$ cat src/rtl/maxnet_controller_pkg.sv
// maxnet_controller_pkg: shared state encoding for the MaxNet sequencing controller
package maxnet_controller_pkg;
    typedef enum logic [2:0] {
        IDLE   = 3'd0,
        LOAD   = 3'd1,
        CHECK  = 3'd2,
        UPDATE = 3'd3,
        DONE   = 3'd4
    } state_t;
endpackage

$ cat src/rtl/maxnet_onehot_enc.sv
// maxnet_onehot_enc: combinational index encoder with one-hot and all-zero detection
//   active    in  N      per-neuron nonzero flags
//   idx       out IDX_W  index of the highest set bit (meaningful when is_onehot)
//   is_onehot out 1      exactly one bit of active set
//   is_zero   out 1      no bit of active set
module maxnet_onehot_enc
    import maxnet_controller_pkg::*;
#(
    parameter int N     = 4,
    parameter int IDX_W = 2
) (
    input  logic [N-1:0]     active,
    output logic [IDX_W-1:0] idx,
    output logic             is_onehot,
    output logic             is_zero
);
    always_comb begin
        idx = '0;
        for (int i = 0; i < N; i++)
            if (active[i]) idx = IDX_W'(i);
    end
    assign is_zero   = active == '0;
    assign is_onehot = !is_zero && (active & (active - N'(1))) == '0;
endmodule

$ cat src/rtl/maxnet_controller.sv
// maxnet_controller: load / iterate / stop sequencer for a MaxNet winner-take-all datapath
//   clk, rst_n    clock and synchronous active-low reset
//   start         begin a run (accepted only in IDLE or DONE)
//   active        per-neuron nonzero flags from the datapath
//   init_ld       one-cycle load strobe for the neuron registers
//   iter_en       one-cycle inhibition update strobe
//   busy / done   run in progress / run finished (done held until restart)
//   winner_valid, winner, timeout, iter_count   results of the current or last run
module maxnet_controller
    import maxnet_controller_pkg::*;
#(
    parameter int N        = 4,
    parameter int MAX_ITER = 16,
    parameter int ITER_W   = 5,
    parameter int IDX_W    = 2
) (
    input  logic              clk,
    input  logic              rst_n,
    input  logic              start,
    input  logic [N-1:0]      active,
    output logic              init_ld,
    output logic              iter_en,
    output logic              busy,
    output logic              done,
    output logic              winner_valid,
    output logic [IDX_W-1:0]  winner,
    output logic              timeout,
    output logic [ITER_W-1:0] iter_count
);
    state_t           state;
    logic [IDX_W-1:0] enc_idx;
    logic             is_onehot;
    logic             is_zero;
    logic             accept;

    maxnet_onehot_enc #(.N(N), .IDX_W(IDX_W)) u_enc (
        .active(active),
        .idx(enc_idx),
        .is_onehot(is_onehot),
        .is_zero(is_zero)
    );

    assign accept = start && (state == IDLE || state == DONE);

    // Outputs are registered alongside the state so each strobe is high
    // exactly for the cycle its state is occupied; results are cleared on
    // entry to LOAD so stale values never show during a new run.
    always_ff @(posedge clk) begin
        if (!rst_n) begin
            state        <= IDLE;
            init_ld      <= 1'b0;
            iter_en      <= 1'b0;
            busy         <= 1'b0;
            done         <= 1'b0;
            winner_valid <= 1'b0;
            winner       <= '0;
            timeout      <= 1'b0;
            iter_count   <= '0;
        end else if (accept) begin
            state        <= LOAD;
            init_ld      <= 1'b1;
            busy         <= 1'b1;
            done         <= 1'b0;
            winner_valid <= 1'b0;
            winner       <= '0;
            timeout      <= 1'b0;
            iter_count   <= '0;
        end else begin
            case (state)
                LOAD: begin
                    state   <= CHECK;
                    init_ld <= 1'b0;
                end
                CHECK: begin
                    if (is_onehot) begin
                        state        <= DONE;
                        busy         <= 1'b0;
                        done         <= 1'b1;
                        winner       <= enc_idx;
                        winner_valid <= 1'b1;
                    end else if (is_zero) begin
                        state <= DONE;
                        busy  <= 1'b0;
                        done  <= 1'b1;
                    end else if (iter_count == ITER_W'(MAX_ITER)) begin
                        state   <= DONE;
                        busy    <= 1'b0;
                        done    <= 1'b1;
                        timeout <= 1'b1;
                    end else begin
                        state   <= UPDATE;
                        iter_en <= 1'b1;
                    end
                end
                UPDATE: begin
                    state      <= CHECK;
                    iter_en    <= 1'b0;
                    iter_count <= iter_count + ITER_W'(1);
                end
                default: ;
            endcase
        end
    end
endmodule

$ cat config.mk
export PLATFORM = sky130hd
export DESIGN_NAME = maxnet_controller
export DESIGN_NICKNAME = d
export VERILOG_FILES = /design/src/rtl/maxnet_controller_pkg.sv /design/src/rtl/maxnet_onehot_enc.sv /design/src/rtl/maxnet_controller.sv
export SDC_FILE = /design/constraint.sdc
export NUM_CORES = 1
export LEC_CHECK = 0
export ABC_CLOCK_PERIOD_IN_PS = 1500
export CAP_MARGIN = 20
export CORE_AREA = 2 2 47 49
export DETAILED_ROUTE_END_ITERATION = 10
export DIE_AREA = 0 0 49 51
export PLACE_DENSITY = 0.76
export SLEW_MARGIN = 30
export SYNTH_ARGS = -nofsm -noshare
export SYNTH_HDL_FRONTEND = slang
export SYNTH_HIERARCHICAL = 1
export SYNTH_SLANG_ARGS = --single-unit
$ cat constraint.sdc
create_clock -name clk -period 1.5 [get_ports clk]
set_input_delay 0.3 -clock clk [delete_from_list [all_inputs] [get_ports clk]]
set_output_delay 0.3 -clock clk [all_outputs]
set_load 0.01 [all_outputs]
Yosys cells after proc, flatten, opt, wreduce, memory -nomap -nowiden:

Cells that the tools add are included.

* bits in registers: 16
* output and inout port bits: 13
* word-level logic and storage cells: 68

* add/sub/neg operators: 2
* eq/ne operators: 8
* mux-type cells: 22
* bitwise operators: 5
* reductions and logical operators: 21

Operators with widths (number)
* 1-bit two-way mux: 15
* 3-bit two-way mux: 3
* 4-bit zero test: 2
* 2-bit nonzero test: 4
* 3-bit by 2-bit == test with 1-bit output (second input constant): 2
* 2-bit != test (second input constant): 3
* 3-bit one-hot mux with 2 select lines: 1
* 2-bit AND reduction: 3
* 3-bit nonzero test: 2
* 5-bit by 1-bit adder with 5-bit output (second input constant): 1
* 5-bit == test (second input constant): 1
* 5-bit AND reduction: 1
* 4-bit AND: 1
* 2-bit two-way mux: 2
* 1-bit inverter: 4
* 4-bit AND reduction: 1
* 4-bit nonzero test: 1
* 2-bit OR reduction: 2
* 4-bit by 1-bit subtractor with 4-bit output (second input constant): 1
* 3-bit by 1-bit == test with 1-bit output (second input constant): 1
* 3-bit == test (second input constant): 1
* 3-bit zero test: 1
* 1-bit logical AND: 2
* 1-bit one-hot mux with 2 select lines: 1
* 2 further kinds: 2

Logic depth before layout (Yosys ltp):

Gate-level depths: netlist of run 1.

* depth in word-level cells: 7
* depth in mapped cells: 5
* depth with buffers taken out: 5

Cells and area by module:

The synthesis of run 1 kept the hierarchy.

By module, submodules not included
* maxnet_controller: times used 1, cells each 74, area each 711.9 µm²
* maxnet_onehot_enc: times used 1, cells each 8, area each 65.1 µm²

Least setup slack after synthesis of run 1:

No wires, ideal clock.

* path kind: input-to-reg
* start: input port active[3]
* end: register winner[0]
* library setup time: 114 ps
* arrival: 1418 ps
* required time: 1386 ps
* slack: -32 ps
* stages on the path: 5
* buffers on the path: 0
* path through: or4b_1 o211ai_2 and4bb_2 mux2i_1 nor2_1

* word-level cells in the longest chain between the ends: 5
* elaborated cells between the ends (all ways): 8
* those cells by class: add/sub (1); mux (1); bitwise (1); reduce/logical (5)

Ends and longest elaborated chain
* start: declaration: RTL line maxnet_controller.sv:20 `input logic [N-1:0] active,`
* 4-bit by 1-bit subtractor with 4-bit output: RTL line maxnet_onehot_enc.sv:23 `assign is_onehot = !is_zero && (active & (active - N'(1))) == '0;`
* 4-bit AND: RTL line maxnet_onehot_enc.sv:23
* 4-bit zero test: RTL line maxnet_onehot_enc.sv:23
* 1-bit logical AND *: RTL line maxnet_onehot_enc.sv:23
* via is_onehot: RTL line maxnet_controller.sv:32 `logic is_onehot;`
* 2-bit AND reduction (no source line) *
* end signal: assignment: RTL line maxnet_controller.sv:79 `winner <= enc_idx;`
* end: declaration: RTL line maxnet_controller.sv:26 `output logic [IDX_W-1:0] winner,`

Mark *: on every way through the listed nets, which the timed path passes. The rest lies on a longest branch.
A chain may end at the register's enable or synchronous reset.

Worst setup path in the final report of run 1:

* start: input port active[0]
* end: register winner[0]

The elaborated chain is that of the path after synthesis.

==> reports/qor.txt, run 1 <==
Clock tree buffer depth - 2
Via count - 689
Most frequent cell after synthesis - dfxtp_1
Die W - 49 µm
Syn_area_per_cell - 9.48 µm²
Yosys top cell area share - 0.412
Fraction of layout cells with a size suffix above 1 - 0.270
Slowest cell on crit path - or4b_1
Rows - 17
CTS tree - done
Total grt overflow - 0
DRT Pass-1 Iters - 4
Post-synthesis xor/xnor area fraction - 0.0338
CTS clock-pin slew for the worst setup and hold paths - 0.10 ns
Synthesized Nets - 91
Worst Skew - 0.000538 ns
Synth area leaders - dfxtp_1 41%, nor2_1 3.9%, inv_1 3.4%
Synth area leader - dfxtp_1
Complex-gate fraction of the synthesized area - 0.193
First-pass GRT wire length - 2.75 mm
Post-synthesis mux area share - 0.0258
Crit path time final - 1.39 ns
Final Cell Area - 1100 µm²
Core Region - 2060 µm²
Max-slew headroom - 0.770
Post-synthesis cell type count - 34
Maximum VDD drop - 0.459 mV
Critical path startpoint category - input port
Wire per inst - 11.6 µm
Worst setup EP type - flop
Placer Congestion - 0.683
Vias in the first global route - 657
Dominant synthesized flop cell - dfxtp_1
Status - finished, final reports clean
Flops & latches, synth - 16
Diode count - 0
Routed Antenna Nets - 0
Main combinational cell family by area after synthesis - simple AND/OR/NAND/NOR gates
Sum Neg Setup Slack - 0 ns
Total Routing Usage GR - 0.146
Area growth, synth to finish - 41.1%
CTS Root Cell - clkbuf_4
# setup viols final - 0
Simple-gate share of the synthesized area - 0.250
DRT iter0 DRCs - 5
Critical Path AT - 1.58 ns
Ys async rst share - 0
Critical Path RT - 1.70 ns
RSZ-0062 raised after global routing - false
Initial cell density of the core - 0.377
Post-Syn Instances - 82
Tot Pwr - 886 µW
CP cell instances - clkbuf_2 > or4b_1 > o211ai_2 > and4bb_2 > mux2i_1 > nor2_1
Nets - 121
Total placed instance area - 1050 µm²
DRC errors left - 0
Critical path class - in -> reg
Die area - 2500 µm²
Post-DP HPWL - 1.22 mm
Peak Freq - 0.721 GHz
Crit-path max FO - 3
Tcrit/Tclk final - 0.924
Post-synth top cells - 16 x dfxtp_1, 8 x nor2_1, 7 x inv_1
Max Cap Violations - 0
Pins Over Slew Limit - 0
Synthesized area - 777 µm²
Vias/cell - 4.96
Clock Latency Late Sink - 0.29 ns
CTS buffer count - 3
# H-tree levels - 1
Hold WC Path Type - reg -> reg
Power Density - 809 nW/µm²
Fin. Hold Viols - 0
Critical Path Max Stage Delay - 0.53 ns
Adder-Cell Fraction of Synth Area - 0.0322
Worst slew pin tran - 0.343 ns
Io pins - 20
Yosys warning count - 6
Static leakage - 0.000579 µW
Port bufs - 19
Chip height - 51 µm
Seq/Total Area, Yosys - 0.412
Clk sinks - 16
Number of synthesized flops with an enable pin - 0
Final wirelength - 1.61 mm
Post-CTS Hold Buffers - 0
Initial antenna violation count - 0
Largest net degree at the start of global routing - 10
-- routing by layer --
metal	GRT usage	share of wire	routed length, µm	up-vias
met5	0	0	0	-
met4	0.100	0.025	41	0
met3	0.0263	0.032	51	5
met2	0.256	0.50	813	14
met1	0.163	0.44	706	321
li1	-	-	-	349
-- cell usage in the layout (no fill, tap or decap), types with 2 or more instances in the layout --
master and n:
o21ba_2 2, xnor2_1 2, or3_1 2, nand3_1 2, inv_1 7, clkbuf_2 4
dfxtp_1 14, o21ai_0 3, clkdlybuf4s50_1 2, mux2i_1 2, dlymetal6s2s_1 8, clkbuf_4 3
a21oi_2 2, dlygate4sd2_1 5, a21oi_1 4, nor2_1 8, buf_4 7, nor3_1 2
dfxtp_2 2, a211oi_1 3, nand2_1 4, ha_1 2
-- kinds of logic (layout without fill, tap and decap cells) --
logic type,Yosys count,in the layout
and+or+nand+nor,30,30
AOI/OAI and AO/OA,20,20
muxes,2,2
adders and majority gates,2,2
xor gates and xnor gates,3,3
buffers and inverters,9,38
DFF,16,16
-- sequential cells by signal, summed over array words and instances, names as in the netlist --
signal,count
iter_count,5
state,3
winner,2
busy,1
done,1
init_ld,1
iter_en,1
timeout,1
winner_valid,1
-- critical path, delay by kind of cell --
family                 cells  cell delay, ns
multiplexers               1            0.21
AND/OR/NAND/NOR            3            0.88
buffers and inverters      1            0.10
AO/OA/AOI/OAI              1            0.10
-- report_power, final --
group	internal, µW	leakage [µW]	switching (µW)
combinational	77.4	0.000427	62.1
clock	148	0.0000210	143
sequential	439	0.000131	16.1
total	665	0.000579	222
-- cell type report --
class	instances	area, µm²
flip-flops and latches	16	323
clock buffers	4	36.3
repair buffers	27	256
fillers	205	967
well taps	28	35.0
inverters	7	26.3
multi-input cells	57	419
-- path summary, 6_finish.rpt --
| kind | start | end | slack, ns | cells past startpoint |
|---|---|---|---|---|
| worst max register to register | state[1]$_SDFFE_PP0P_ | state[1]$_SDFFE_PP0P_ | 0.18 | 4 |
| worst min register to register | timeout$_SDFFE_PP0P_ | timeout$_SDFFE_PP0P_ | 0.45 | 2 |
| worst max-delay path | active[0] | winner[0]$_SDFFE_PP0P_ | 0.11 | 6 |
| worst min-delay path | timeout$_SDFFE_PP0P_ | timeout$_SDFFE_PP0P_ | 0.45 | 2 |
-- timing repair --
action / 4_1_cts / 5_1_grt
buffers inserted: 0 / 1
gates resized for setup: 13 / 15
pin swaps: 3 / 2
endpoints found under the setup margin: 15 / 14
-- stage by stage --
step | utilization | cells | hold slack (ns) | setup WS (ns)
2_1_floorplan | - | 82 | 0.414 | -0.0320
3_3_place_gp | 0.510 | 134 | 0.433 | -0.498
3_5_place_dp | 0.510 | 134 | 0.438 | -0.569
4_1_cts | 0.526 | 138 | 0.456 | -0.0148
5_1_grt | 0.531 | 139 | 0.476 | 0.0281
6_report | 0.531 | 139 | 0.446 | 0.114
Power figures use the tool's default switching activity.
==> inputs of run 2 (changes only) <==
--- a/config.mk
+++ b/config.mk
@@ -6,10 +6,11 @@
 export NUM_CORES = 1
 export LEC_CHECK = 0
 export ABC_CLOCK_PERIOD_IN_PS = 1500
-export CAP_MARGIN = 20
+export CAP_MARGIN = 40
 export CORE_AREA = 2 2 47 49
 export DETAILED_ROUTE_END_ITERATION = 10
 export DIE_AREA = 0 0 49 51
+export HOLD_SLACK_MARGIN = 0.03
 export PLACE_DENSITY = 0.76
 export SLEW_MARGIN = 30
 export SYNTH_ARGS = -nofsm -noshare
==> results of run 2 <==
The final DEF is identical to that of run 1; final timing and power are the same.
